File: src/rtl/mips_fetch_pkg.sv
// rtl/mips_fetch_pkg.sv - shared constants, fetch state enum and FIFO entry type for the fetch stage
package mips_fetch_pkg;

    localparam int          INSTR_W          = 32;
    localparam logic [31:0] RESET_PC_DEFAULT = 32'h0000_0000;
    localparam logic [31:0] PC_STEP          = 32'd4;

    typedef enum logic {
        FETCH = 1'b0,
        DRAIN = 1'b1
    } fetch_state_e;

    typedef struct packed {
        logic [INSTR_W-1:0] data;
        logic [INSTR_W-1:0] pc;
    } fifo_entry_t;

endpackage

File: src/rtl/mips_fetch_fifo.sv
// rtl/mips_fetch_fifo.sv - in-order prefetch FIFO with flush and occupancy output
module mips_fetch_fifo
    import mips_fetch_pkg::*;
#(
    parameter int DEPTH = 4
) (
    input  logic                       clk_i,
    input  logic                       rst_ni,
    input  logic                       flush_i,
    input  logic                       push_i,
    input  logic [INSTR_W-1:0]         push_data_i,
    input  logic [INSTR_W-1:0]         push_pc_i,
    input  logic                       pop_i,
    output logic                       valid_o,
    output logic [INSTR_W-1:0]         head_data_o,
    output logic [INSTR_W-1:0]         head_pc_o,
    output logic [$clog2(DEPTH+1)-1:0] count_o
);

    localparam int CNT_W = $clog2(DEPTH + 1);
    localparam int PTR_W = $clog2(DEPTH);

    fifo_entry_t            mem_q [DEPTH];
    fifo_entry_t            head;
    logic [PTR_W-1:0]       wr_ptr_q;
    logic [PTR_W-1:0]       rd_ptr_q;
    logic [CNT_W-1:0]       count_q;

    always_ff @(posedge clk_i or negedge rst_ni) begin
        if (!rst_ni) begin
            wr_ptr_q <= '0;
            rd_ptr_q <= '0;
            count_q  <= '0;
        end else if (flush_i) begin
            wr_ptr_q <= '0;
            rd_ptr_q <= '0;
            count_q  <= '0;
        end else begin
            if (push_i) wr_ptr_q <= wr_ptr_q + PTR_W'(1);
            if (pop_i)  rd_ptr_q <= rd_ptr_q + PTR_W'(1);
            count_q <= count_q + CNT_W'(push_i) - CNT_W'(pop_i);
        end
    end

    always_ff @(posedge clk_i) begin
        if (push_i && !flush_i) mem_q[wr_ptr_q] <= '{data: push_data_i, pc: push_pc_i};
    end

    // Head reads as zero while empty so stale entries never leak onto the core interface.
    assign valid_o     = (count_q != '0);
    assign head        = valid_o ? mem_q[rd_ptr_q] : '0;
    assign head_data_o = head.data;
    assign head_pc_o   = head.pc;
    assign count_o     = count_q;

endmodule

File: src/rtl/mips_fetch_stage.sv
// rtl/mips_fetch_stage.sv - MIPS fetch front end (PC, imem issue, prefetch FIFO); MIPS_FETCH_PERF_EN adds perf counters
module mips_fetch_stage
    import mips_fetch_pkg::*;
#(
    parameter logic [31:0] RESET_PC    = RESET_PC_DEFAULT,
    parameter int          FIFO_DEPTH  = 4,
    parameter int          MEM_LAT_MAX = 4
) (
    input  logic        clock,
    input  logic        reset,
    output logic        imem_req,
    output logic [31:0] imem_addr,
    input  logic        imem_rvalid,
    input  logic [31:0] imem_rdata,
    output logic        inst_valid,
    input  logic        inst_ready,
    output logic [31:0] inst_data,
    output logic [31:0] inst_pc,
    input  logic        redirect_valid,
    input  logic [31:0] redirect_pc
`ifdef MIPS_FETCH_PERF_EN
    ,
    output logic [31:0] perf_stall_cnt,
    output logic [15:0] perf_flush_cnt
`endif
);

    localparam int          OCC_W  = $clog2(FIFO_DEPTH + 1);
    localparam int          OUT_W  = $clog2(MEM_LAT_MAX + 1);
    localparam logic [31:0] DEPTH_U = 32'(FIFO_DEPTH);
    localparam logic [31:0] LAT_U   = 32'(MEM_LAT_MAX);

    fetch_state_e     state_q, state_d;
    logic [31:0]      fetch_pc_q, fetch_pc_d;
    logic [31:0]      rsp_pc_q, rsp_pc_d;
    logic [OUT_W-1:0] out_q, out_d;
    logic [OUT_W-1:0] discard_q, discard_d;
    logic [OCC_W-1:0] occ;
    logic [31:0]      redirect_tgt;
    logic             issue, drop, push, pop;

    assign redirect_tgt = redirect_pc & ~32'h3;

    always_comb begin
        // Request is held low during reset so the memory never sees a fetch before release.
        issue = reset && (state_q == FETCH)
             && ((32'(occ) + 32'(out_q)) < DEPTH_U)
             && (32'(out_q) < LAT_U);
        drop  = imem_rvalid && (discard_q != '0);
        push  = imem_rvalid && !drop && !redirect_valid;
        pop   = inst_valid && inst_ready && !redirect_valid;
        out_d = out_q + OUT_W'(issue) - OUT_W'(imem_rvalid);

        fetch_pc_d = issue ? fetch_pc_q + PC_STEP : fetch_pc_q;
        rsp_pc_d   = push  ? rsp_pc_q + PC_STEP   : rsp_pc_q;
        discard_d  = drop  ? discard_q - OUT_W'(1) : discard_q;
        state_d    = state_q;
        if (state_q == DRAIN && discard_d == '0) state_d = FETCH;

        // Everything still in flight after this cycle belongs to the old stream.
        if (redirect_valid) begin
            fetch_pc_d = redirect_tgt;
            rsp_pc_d   = redirect_tgt;
            discard_d  = out_d;
            state_d    = (out_d != '0) ? DRAIN : FETCH;
        end
    end

    always_ff @(posedge clock or negedge reset) begin
        if (!reset) begin
            state_q    <= FETCH;
            fetch_pc_q <= RESET_PC;
            rsp_pc_q   <= RESET_PC;
            out_q      <= '0;
            discard_q  <= '0;
        end else begin
            state_q    <= state_d;
            fetch_pc_q <= fetch_pc_d;
            rsp_pc_q   <= rsp_pc_d;
            out_q      <= out_d;
            discard_q  <= discard_d;
        end
    end

    assign imem_req  = issue;
    assign imem_addr = fetch_pc_q;

    mips_fetch_fifo #(
        .DEPTH(FIFO_DEPTH)
    ) u_fifo (
        .clk_i       (clock),
        .rst_ni      (reset),
        .flush_i     (redirect_valid),
        .push_i      (push),
        .push_data_i (imem_rdata),
        .push_pc_i   (rsp_pc_q),
        .pop_i       (pop),
        .valid_o     (inst_valid),
        .head_data_o (inst_data),
        .head_pc_o   (inst_pc),
        .count_o     (occ)
    );

`ifdef MIPS_FETCH_PERF_EN
    always_ff @(posedge clock or negedge reset) begin
        if (!reset) begin
            perf_stall_cnt <= '0;
            perf_flush_cnt <= '0;
        end else begin
            if (inst_valid && !inst_ready && perf_stall_cnt != '1)
                perf_stall_cnt <= perf_stall_cnt + 32'd1;
            if (redirect_valid && perf_flush_cnt != '1)
                perf_flush_cnt <= perf_flush_cnt + 16'd1;
        end
    end
`endif

endmodule

File: config.mk
export PLATFORM = sky130hd
export DESIGN_NAME = mips_fetch_stage
export DESIGN_NICKNAME = d
export VERILOG_FILES = /design/src/rtl/mips_fetch_pkg.sv /design/src/rtl/mips_fetch_fifo.sv /design/src/rtl/mips_fetch_stage.sv
export SDC_FILE = /design/constraint.sdc
export NUM_CORES = 1
export LEC_CHECK = 0
export BUFFER_PORTS_ARGS = -buffer_cell sky130_fd_sc_hd__buf_2
export CORE_MARGIN = 5
export CORE_UTILIZATION = 58
export DETAILED_ROUTE_END_ITERATION = 8
export GPL_TIMING_DRIVEN = 0
export HOLD_SLACK_MARGIN = 0.12
export PLACE_DENSITY_LB_ADDON = 0.3
export REMOVE_ABC_BUFFERS = 1
export SLEW_MARGIN = 20
export SYNTH_ARGS = -nofsm -noshare
export SYNTH_HDL_FRONTEND = slang
export SYNTH_SLANG_ARGS = --single-unit
File: constraint.sdc
create_clock -name clock -period 3.85 [get_ports clock]
set_input_delay 0.5775 -clock clock [delete_from_list [all_inputs] [get_ports clock]]
set_output_delay 0.5775 -clock clock [all_outputs]
set_load 0.02 [all_outputs]
# == Word-level counts from Yosys, hierarchy flattened ==
# Memory sizes are Yosys's and may differ from the RTL's.
# Index checks and enable logic that the tools add are counted.
# word_totals
latch_bits,0
reg_bits,78
rom_bits,0
memories,1
ramBits,256
output_inout_bits,98
wordCells,59
in_bits,69
# classes
shifts,0
n_mul,0
add_sub_neg,10
bitwise_logic,1
eq_ne,0
mux,17
n_lt_le_gt_ge,2
div_mod_pow,0
n_reduce_logical,20
# memory_table
name,words,width,read_ports,rd_ports_with_merged_regs,wr,line,source
u_fifo.mem_q,4,64,1,0,1,mips_fetch_fifo.sv:23,fifo_entry_t mem_q [DEPTH];
# ops
op,n
2-to-1 mux 32 bit,4
"adder 32 x 3 -> 32 bit, second input constant",2
2-to-1 mux 64 bit,1
logical AND 1 bit,10
2-to-1 mux 3 bit,3
nonzero test 3 bit,3
2-to-1 mux 2 bit,4
nonzero test 2 bit,4
adder 3 x 1 -> 3 bit,2
subtractor 3 x 1 -> 3 bit,2
2-to-1 mux 1 bit,5
"adder 2 x 1 -> 2 bit, second input constant",2
adder 3 x 3 -> 4 bit,1
"< comparator 4 x 3 -> 1 bit, second input constant",1
zero test 3 bit,1
"< comparator 3 bit, second input constant",1
"subtractor 3 x 1 -> 3 bit, second input constant",1
zero test 1 bit,2
NOT 1 bit,1

# == Depth between registers and ports, before layout ==
# Gate-level depths: netlist of run 1.
# depth
word_depth,9
depth_mapped,11
mapped_depth_nobuf,10

# == Cells and area by module ==
# Synthesis of run 1 repeated with hierarchy kept, for this count alone.
# unflattened
cells_unflattened,929
hier_area_um2,14361.3
# by_module_without_submodules
module,seq_area_each_um2,area_each_um2,n_inst,cells_each
mips_fetch_fifo,7862.5,10121.0,1,444
mips_fetch_stage,1676.6,4240.3,1,485

# == Least setup slack after synthesis of run 1 ==
# No wires, ideal clock.
# synth_path
path_type,flip-flop to flip-flop
from,register discard_q[0]
to,memory u_fifo.mem_q[0][10] in the netlist's numbering (enable)
setup_time_ns,0.427
arrival_ns,2.654
synth_period_minus_slack_ns,3.080
path_slack_ns,0.770
path_buffers,0
stages_incl_launch_ff,7
required_time_ns,3.423
path_cell_list,dfrtp_1 > inv_1 > ha_1 > ha_1 > nand2_1 > nor2_1 > and2_1
# synth_via
elab_chain_cells,8
# synth_lines
element,line,source
"start, declared",mips_fetch_stage.sv:37,"logic [OUT_W-1:0] discard_q, discard_d;"
"start signal, assigned",mips_fetch_stage.sv:81,discard_q <= discard_d;
nonzero test 3 bit,mips_fetch_stage.sv:49,drop = imem_rvalid && (discard_q != '0);
logical AND 1 bit,mips_fetch_stage.sv:49,
zero test 1 bit,mips_fetch_stage.sv:50,push = imem_rvalid && !drop && !redirect_valid;
logical AND 1 bit (2 in a row),mips_fetch_stage.sv:50,
logical AND 1 bit,mips_fetch_fifo.sv:46,"if (push_i && !flush_i) mem_q[wr_ptr_q] <= '{data: push_data_i, pc: push_pc_i};"
2-to-1 mux 1 bit,mips_fetch_fifo.sv:46,
2-to-1 mux 1 bit (implied by the code),mips_fetch_fifo.sv:46,
"end, declared",mips_fetch_fifo.sv:23,
# Every way passes these cells.

# == Worst setup path after layout of run 1 ==
# layout_path
from,input port reset
to,register fetch_pc_q[30] (netlist: imem_addr[30])
# layout_via
elab_chain_cells,4
# layout_lines
element,line,source
"start, declared",mips_fetch_stage.sv:10,"input logic reset,"
logical AND 1 bit,mips_fetch_stage.sv:46,issue = reset && (state_q == FETCH)
logical AND 1 bit,mips_fetch_stage.sv:47,&& ((32'(occ) + 32'(out_q)) < DEPTH_U)
logical AND 1 bit,mips_fetch_stage.sv:48,&& (32'(out_q) < LAT_U);
nonzero test 2 bit (no line),n/a,
"end signal, assigned",mips_fetch_stage.sv:78,fetch_pc_q <= fetch_pc_d;
"end, declared",mips_fetch_stage.sv:34,"logic [31:0] fetch_pc_q, fetch_pc_d;"
# Every way passes these cells.
# A chain may end at the register's enable or synchronous reset.

==> impl_metrics.json, run 1 <==
{
  "dp.cells": 1323,
  "synth_top_family_by_area": "simple AND/OR/NAND/NOR gates",
  "crit_chain": "dlygate4sd3_1 > buf_4 > nor4b_2 > nand4_1 > or4_1 > a211oi_1",
  "crit_type": "primary input to register",
  "hold_viol_final": 0,
  "routed_wl_um": 28450,
  "via_per_inst": 5.957,
  "root_buffer": "clkbuf_16",
  "synth_xor_area_frac": 0.01338,
  "syn_inst": 884,
  "report.final.slew_viol_count": 0,
  "grt_pass1_vias": 8257,
  "cts_resized": 0,
  "internal_power_mw": 7.187,
  "slowest_delay_ns": 0.88,
  "rr_endpoint": "imem_addr[30]",
  "p_sw_frac": 0.2982,
  "diodes": 0,
  "clock_path_buffers": 3,
  "total_leakage_power_nw": 5.769,
  "grt-busiest-layer": "met2",
  "worst_skew_pair.late_latency_ns": 0.51,
  "worst_pin_slew_ns": 1.035,
  "syn_to_final_growth_pct": 17.43,
  "r2r_start": "u_fifo.count_o[1]",
  "postSynthAreaPerCell_um2": 15.55,
  "status": "complete, no violations",
  "rrSetupSlack_ns": 0.74,
  "power_frac_comb": 0.258,
  "setup_viol": 0,
  "wl_per_cell_um": 20.53,
  "start_util": 0.5875,
  "holdPathStages": 1,
  "pwr_density_cell_mw_per_mm2": 634.3,
  "drc": 0,
  "synth-edff-count": 248,
  "crit_family": "simple AND/OR/NAND/NOR gates",
  "power_frac_clock": 0.328,
  "ys_seq_area_frac": 0.6764,
  "die_h_um": 164.0,
  "cp_max_fo": 32,
  "drtIter0Drc": 511,
  "antenna_found_initial": 1,
  "cp-end-kind": "register",
  "dieArea_mm2": 0.02688,
  "grt_pass1_wl_um": 44170,
  "synthArstFlopShare": 0.2298,
  "cts_tree": "built",
  "grt.met1_usage": 0.2825,
  "num_vias": 8256,
  "synth_compound_area_frac": 0.05333,
  "use_met3": 0.04768,
  "clock_sinks": 322,
  "dpl.hpwl_um": 18410,
  "crit_start": "reset",
  "ys_dominant_reg_cell": "edfxtp_1",
  "drive_above_1_share": 0.2849,
  "synth_area_mm2": 0.01375,
  "peakVddDrop_v": 0.0005978,
  "finalClockSkew_ns": 0.01289,
  "fin_crit_sh": 0.9140,
  "start_kind": "primary input",
  "place_congestion": 0.8388,
  "fillers": 1598,
  "first_pass_iters": 5,
  "fp.dieW_um": 164.0,
  "htree_levels": 2,
  "io_buffer_count": 160,
  "post_synth_num_cell_types": 50,
  "clkTransAtPathRegs_ns": 0.06,
  "hp-class": "primary input to register",
  "core_mm2": 0.02340,
  "num_io_pins": 167,
  "synthMuxAreaShare": 0.1063,
  "rsz0062_at_grt": "false",
  "grt_max_degree": 83,
  "crit_arrival_ns": 3.92,
  "r2r_cells": 5,
  "grt_usage": 0.2119,
  "yosys.area_share.adder": 0.01565,
  "maxCapViolCount": 0,
  "p_sw_mw": 3.053,
  "crit_required_ns": 4.25,
  "placementRows": 56,
  "final_antenna_net_count": 0,
  "hp-start": "imem_rdata[6]",
  "final_cell_count_no_fill": 1386,
  "whs_endpoint": "u_fifo.mem_q[3][38]",
  "p_seq_frac": 0.414,
  "synth_warnings": 0,
  "slew-limit-headroom": 0.3081,
  "finalPower_mw": 10.24,
  "max_freq_mhz": 284.2,
  "cts_made_buffers": 34,
  "synth_seq_cells": 322,
  "critPathBufInv": 2,
  "crit_slowest_cell": "nand4_1",
  "grt_overflow_total": 0,
  "min_period_ns": 3.519,
  "synth_simple_gate_area_frac": 0.1121,
  "grt.met2_usage": 0.3542,
  "nets": 1126
}
power by group through the flow:
stage                     Sequential [mW]  Clock [mW]  Combinational [mW]
after global routing                 4.28        3.57                2.87
final                                4.24        3.36                2.64
after CTS                            4.25        3.42                2.69
after detailed placement             4.31           0                2.68
after global placement               4.48           0                2.45
after floorplan                      4.40           0                1.67
sequential cells by signal, indices dropped and copies added (netlist names):
register         count
u_fifo.mem_q       248
imem_addr           30
rsp_pc_q            30
discard_q            3
out_q                3
u_fifo.count_o       3
u_fifo.rd_ptr_q      2
u_fifo.wr_ptr_q      2
state_q              1
cells by family after synthesis:
kind of cell,Yosys count
flip-flops,322
AND/OR/NAND/NOR,271
AO/OA/AOI/OAI,111
buffers and inverters,74
multiplexers,68
XOR/XNOR,21
adder cells (fa/ha/maj),16
other,1
synthesized netlist by cell type (2+ instances only):
library cell / n / area [um2]
a21boi_0: 3 / 22.52
a211oi_1: 8 / 60.06
nand3_1: 25 / 125.1
xor2_1: 4 / 35.03
o31ai_1: 22 / 165.2
and4_1: 2 / 17.52
ha_1: 14 / 175.2
o31a_1: 7 / 61.31
buf_4: 4 / 30.03
and3_1: 11 / 68.82
nand2b_1: 4 / 25.02
or2_2: 2 / 12.51
nor3_1: 4 / 20.02
mux2i_1: 2 / 20.02
or4_1: 29 / 217.7
or4_2: 2 / 17.52
mux4_2: 62 / 1396
o21ai_0: 17 / 85.08
o311a_1: 2 / 20.02
buf_1: 7 / 26.28
nand2_1: 28 / 105.1
xnor2_1: 17 / 148.9
dfrtp_1: 74 / 1852
and2_1: 67 / 419.2
nor2_1: 50 / 187.7
nor4_1: 13 / 81.33
mux2_2: 4 / 45.04
fa_1: 2 / 40.04
a31oi_1: 31 / 193.9
buf_2: 8 / 40.04
nand4_1: 15 / 93.84
a21o_1: 3 / 22.52
a21oi_1: 15 / 75.07
clkbuf_1: 32 / 120.1
or3_1: 12 / 75.07
inv_1: 21 / 78.83
edfxtp_1: 248 / 7447
worst reg2reg max path: stages (launching register included):
cell,delay [ns]
dfrtp_1,0.44
ha_1,0.22
nor4b_2,0.36
nand4_1,0.88
or4_1,0.80
a211oi_1,0.30
metrics by stage:
| step | worst slack, ns | hold WS, ns | utilization | TNS [ns] | instance area, um2 |
|---|---|---|---|---|---|
| after global placement | -1.252 | 0.5248 | 0.6295 | -204.95 | 14730 |
| after detailed placement | 0.3896 | 0.5360 | 0.6392 | 0 | 14960 |
| after floorplan | -0.1275 | 0.2819 | - | -7.907 | 13530 |
| final | 0.3311 | 0.2719 | 0.6899 | 0 | 16140 |
| after global routing | 0.08857 | 0.2592 | 0.6899 | 0 | 16140 |
| after CTS | 0.3417 | 0.2549 | 0.6899 | 0 | 16140 |
how the worst max path moves through the flow:
stage / endpoint / cells past startpoint
finish: imem_addr[30] / 6
global route: imem_addr[30] / 6
CTS: imem_addr[30] / 6
detailed placement: imem_addr[30] / 5
global placement: inst_pc[15] / 3
floorplan: inst_data[0] / 2
timing repair:
| action | in CTS | in global routing |
|---|---|---|
| hold endpoints to repair | 30 | 0 |
| buffers inserted | 0 | 0 |
| hold buffers | 1 | 0 |
layout make-up:
cell class / count / area [um2] / share of cell area
clock buffers: 46 / 958.4 / 0.05937
clock inverters: 16 / 217.7 / 0.01349
inverters: 22 / 85.08 / 0.005270
multi-input cells: 491 / 4161 / 0.2578
flip-flops and latches: 322 / 9306 / 0.5765
well taps: 319 / 399.1 / 0.02472
repair buffers: 170 / 1016 / 0.06293
layer usage:
metal / up-vias / wire, um
li1: 3773 / -
met1: 4130 / 11590
met2: 300 / 14030
met3: 51 / 2134
met4: 2 / 685
met5: - / 12
placed cells by master (no fill, tap or decap), drive strengths merged, types with 5 or more instances in the layout:
| cell type | count |
|---|---|
| o31a | 7 |
| or4 | 31 |
| a211oi | 8 |
| nor4 | 13 |
| nand4 | 16 |
| clkbuf | 46 |
| edfxtp | 248 |
| buf | 169 |
| a31oi | 31 |
| inv | 22 |
| ha | 14 |
| clkinv | 7 |
| nand2 | 28 |
| dfrtp | 74 |
| and3 | 11 |
| clkinvlp | 5 |
| o31ai | 22 |
| nor2 | 50 |
| xnor2 | 17 |
| o21ai | 17 |
| and2 | 67 |
| or3 | 12 |
| mux4 | 62 |
| nand3 | 26 |
| a21oi | 15 |
No activity file was read; power rests on OpenSTA's default activity.
==> run 2: changes to the inputs <==
- PLACE_DENSITY: not set -> 0.8
- PLACE_DENSITY_LB_ADDON: 0.3 -> not set
==> impl_metrics.json, run 2 (synthesized netlist as in run 1, its figures left out) <==
{
  "cp-end-kind": "register",
  "multi_input_area_mm2": 0.004165,
  "endpoint": "imem_addr[30]",
  "dp.cells": 1322,
  "cts_made_buffers": 34,
  "r2r_cells": 5,
  "finalPower_mw": 10.07,
  "routed_wl_um": 28830,
  "largest-register": "u_fifo.mem_q",
  "worst_pin_slew_ns": 1.024,
  "cts_tree": "built",
  "cp_max_fo": 22,
  "report.final.slew_viol_count": 0,
  "crit_start": "reset",
  "dpl.hpwl_um": 18550,
  "num_io_pins": 167,
  "postLayoutCoreUtil": 0.6865,
  "htree_levels": 2,
  "total_leakage_power_nw": 5.744,
  "wl_per_cell_um": 20.85,
  "root_buffer": "clkbuf_16",
  "fp.dieW_um": 164.0,
  "num_vias": 8317,
  "drive_above_1_share": 0.2782,
  "largest_register_ff_count": 248,
  "drtIter0Drc": 662,
  "fin_crit_sh": 0.8653,
  "rrSetupSlack_ns": 0.80,
  "syn_to_final_growth_pct": 16.85,
  "peakVddDrop_v": 0.0005989,
  "grt_max_degree": 83,
  "setup_viol": 0,
  "post_cts_buffers": 0,
  "start_util": 0.5875,
  "final_antenna_net_count": 0,
  "layout_commonest_cell": "edfxtp_1",
  "r2r_start": "u_fifo.count_o[1]",
  "grt_pass1_vias": 8367,
  "clock_sinks": 322,
  "die_h_um": 164.0,
  "crit_arrival_ns": 3.73,
  "worst_skew_pair.late_latency_ns": 0.50,
  "finalClockSkew_ns": 0.01334,
  "min_period_ns": 3.332,
  "diodes": 0,
  "status": "complete, no violations",
  "finalSetupTns_ns": 0,
  "crit_type": "primary input to register",
  "grt_pass1_wl_um": 45400,
  "dieArea_mm2": 0.02688,
  "via_per_inst": 6.014,
  "final_cell_count_no_fill": 1383,
  "first_pass_iters": 5,
  "antenna_found_initial": 1,
  "rsz0062_at_grt": "false",
  "clock_path_buffers": 3,
  "start_kind": "primary input",
  "place_congestion": 0.8370,
  "pwr_density_cell_mw_per_mm2": 626.9,
  "hp-class": "primary input to register",
  "core_mm2": 0.02340,
  "crit_required_ns": 4.25,
  "io_buffer_count": 160,
  "mostFrequentLayoutCells": "edfxtp_1 (248), buf_2 (159), dfrtp_1 (72)",
  "nets": 1125,
  "max_freq_mhz": 300.2,
  "slew-limit-headroom": 0.3155,
  "clkTransAtPathRegs_ns": 0.06,
  "rr_endpoint": "imem_addr[30]",
  "placementRows": 56,
  "maxCapViolCount": 0,
  "grt_overflow_total": 0,
  "grt_usage": 0.2174,
  "seq_area_mm2": 0.009306,
  "fillers": 1630,
  "drc": 0,
  "hold_viol_final": 0
}
run 2: worst max-delay path: stages:
cell,delay (ns)
dlygate4sd3_1,0.52
buf_4,0.30
nor4b_2,0.39
nand4_1,0.87
or4_1,0.78
a211oi_1,0.27
run 2: power by group:
part           internal (mW)  switching, mW  total (mW)
Sequential              4.00          0.254        4.25
Combinational           1.12           1.49        2.61
Clock                   1.97           1.24        3.21
Total                   7.09           2.98        10.1
run 2: metrics by stage:
stage	setup slack [ns]	cell area (um2)	hold slack, ns
final	0.5184	16070	0.3061
after global routing	0.2645	16070	0.2813
after CTS	0.5107	16070	0.2816
after detailed placement	0.5221	14940	0.4871
after global placement	-1.271	14730	0.5241
after floorplan	-0.1275	13530	0.2819
run 2: final cells by class:
cell class,instances,area share
well taps,319,0.02484
multi-input cells,491,0.2593
clock inverters,14,0.008956
clock buffers,46,0.06036
inverters,22,0.005296
flip-flops and latches,322,0.5793
repair buffers,169,0.06199
run 2: routing by layer:
metal | wire length [um] | global-route usage | up-vias
li1 | - | - | 3774
met1 | 11850 | 0.2921 | 4175
met2 | 14260 | 0.3672 | 320
met3 | 2182 | 0.04969 | 46
met4 | 530 | 0.05147 | 2
met5 | 11 | 0 | -
run 2: how the worst min path moves through the flow:
stage / cells past startpoint / slack (ns) / endpoint / from
floorplan: 0 / 0.28 / discard_q[0] / reset
global placement: 0 / 0.52 / u_fifo.mem_q[1][31] / rsp_pc_q[31]
detailed placement: 1 / 0.49 / imem_addr[2] / reset
CTS: 1 / 0.28 / u_fifo.mem_q[2][49] / imem_rdata[17]
global route: 1 / 0.28 / u_fifo.mem_q[0][53] / imem_rdata[21]
finish: 1 / 0.31 / u_fifo.mem_q[3][49] / imem_rdata[17]
run 2: timing repair:
action                                  in CTS  in global routing
resized for setup                            0                  0
endpoints found under the setup margin       0                  0
hold endpoints to repair                    19                  0
hold buffers                                 1                  0
==> run 3: changes to the inputs <==
- CELL_PAD_IN_SITES_DETAIL_PLACEMENT: not set -> 0
- CELL_PAD_IN_SITES_GLOBAL_PLACEMENT: not set -> 2
- CORE_UTILIZATION: 58 -> 42
- PLACE_DENSITY: 0.8 -> not set
- PLACE_DENSITY_LB_ADDON: not set -> 0.1
==> impl_metrics.json, run 3 (synthesized netlist as in run 1, its figures left out) <==
{
  "die_h_um": 190.9,
  "drc": 0,
  "clkTransAtPathRegs_ns": 0.06,
  "num_io_pins": 167,
  "num_vias": 8201,
  "mostFrequentLayoutCells": "edfxtp_1 (248), buf_2 (159), dfrtp_1 (72)",
  "crit_required_ns": 3.27,
  "dp.cells": 1446,
  "root_buffer": "clkbuf_16",
  "routed_wl_um": 31270,
  "htree_levels": 2,
  "worst_pin_slew_ns": 0.8556,
  "drive_above_1_share": 0.2799,
  "grt_usage": 0.1688,
  "core_mm2": 0.03245,
  "status": "complete, no violations",
  "worst_slack_ns": 0.3823,
  "power_frac_comb": 0.257,
  "finalPower_mw": 10.24,
  "worst_skew_pair.late_latency_ns": 0.51,
  "fp.dieW_um": 190.9,
  "wl_met3_um": 1518,
  "start_kind": "primary input",
  "rsz0062_at_grt": "false",
  "largest_register_ff_count": 248,
  "crit_type": "primary input to output port",
  "layout_commonest_cell": "edfxtp_1",
  "drt-met1-wl_um": 14410,
  "place_ws_ns": 0.06573,
  "clock_path_buffers": 3,
  "crit_arrival_ns": 2.89,
  "cp_max_fo": 47,
  "place_congestion": 0.7360,
  "maxCapViolCount": 0,
  "fin_crit_sh": 0.9007,
  "min_period_ns": 3.468,
  "pwr_density_cell_mw_per_mm2": 627.3,
  "io_buffer_count": 160,
  "fillers": 2837,
  "antenna_found_initial": 0,
  "drtIter0Drc": 420,
  "nets": 1131,
  "grt_pass1_vias": 8349,
  "p_sw_mw": 3.103,
  "largest-register": "u_fifo.mem_q",
  "report.final.slew_viol_count": 0,
  "final_cell_count_no_fill": 1515,
  "finalClockSkew_ns": 0.01188,
  "dpl.hpwl_um": 19350,
  "rrSetupSlack_ns": 1.03,
  "top_layer": "met4",
  "p_sw_frac": 0.3029,
  "cp-end-kind": "output port",
  "cts_tree": "built",
  "placementRows": 66,
  "slew-limit-headroom": 0.4296,
  "hp-class": "primary input to register",
  "power_frac_clock": 0.322,
  "p_seq_frac": 0.421,
  "start_util": 0.4236,
  "max_freq_mhz": 288.4,
  "first_pass_iters": 5,
  "internal_power_mw": 7.139,
  "grt_overflow_total": 0,
  "dr_wl_met2_um": 14940,
  "grt_pass1_wl_um": 48330,
  "clock_sinks": 322,
  "dieArea_mm2": 0.03645,
  "holdWs_ns": 0.2778,
  "via_per_inst": 5.413,
  "hold_viol_final": 0,
  "total_leakage_power_nw": 5.793,
  "grt_max_degree": 59,
  "cts_made_buffers": 35,
  "setup_viol": 0,
  "final_antenna_net_count": 0,
  "finalSetupTns_ns": 0,
  "syn_to_final_growth_pct": 18.75,
  "wl_per_cell_um": 20.64,
  "peakVddDrop_v": 0.0002511
}
==> run 3: layout make-up <==
type / instances / area (um2) / area share
Timing Repair Buffer: 172 / 1061 / 0.06499
Inverter: 22 / 85.08 / 0.005212
Clock inverter: 20 / 203.9 / 0.01249
Sequential cell: 322 / 9306 / 0.5700
Multi-Input combinational cell: 493 / 4187 / 0.2564
Clock buffer: 43 / 927.1 / 0.05679
Tap cell: 442 / 553.0 / 0.03387
Antenna cell: 1 / 2.502 / 0.0001533
==> run 3: worst max-delay path, cell delays in order <==
cell and delay (ns):
dlygate4sd3_1 0.52, buf_4 0.39, buf_16 0.29, nor4b_4 0.48, nand3_1 0.25, inv_1 0.15, buf_2 0.18
==> run 3: routing by layer <==
layer / vias up / global-route usage
met3: 34 / 0.03141
met1: 4177 / 0.2475
met5: - / 0
li1: 3796 / -
met2: 194 / 0.2660
met4: 0 / 0.03729
==> run 3: timing repair <==
item | in CTS | in global routing
endpoints found under the setup margin | 0 | 12
hold buffers | 1 | 0
hold endpoints to repair | 28 | 0
resized for setup | 0 | 1
buffers inserted | 0 | 2
==> run 3: power by group through the flow <==
stage	clock (mW)	sequential (mW)	combinational, mW
global placement	0	4.51	2.54
global route	3.55	4.36	2.90
finish	3.30	4.31	2.63
CTS	3.39	4.32	2.68
floorplan	0	4.40	1.67
detailed placement	0	4.39	2.67
==> run 3: worst paths after layout <==
check,startpoint,cells after the start,to
worst max register to register,discard_q[0],7,rsp_pc_q[30]
worst min-delay path,imem_rdata[17],1,u_fifo.mem_q[1][49]
max in group asynchronous,reset,3,u_fifo.rd_ptr_q[0]
worst max-delay path,reset,7,imem_req
worst min register to register,u_fifo.wr_ptr_q[1],2,u_fifo.wr_ptr_q[1]
min in group asynchronous,reset,2,imem_addr[17]
==> run 3: metrics by stage <==
stage          cell area [um2]  utilization
2_1_floorplan            13530            -
3_3_place_gp             14890       0.4587
3_5_place_dp             15150       0.4667
4_1_cts                  16290       0.5019
5_1_grt                  16320       0.5030
6_report                 16330       0.5030
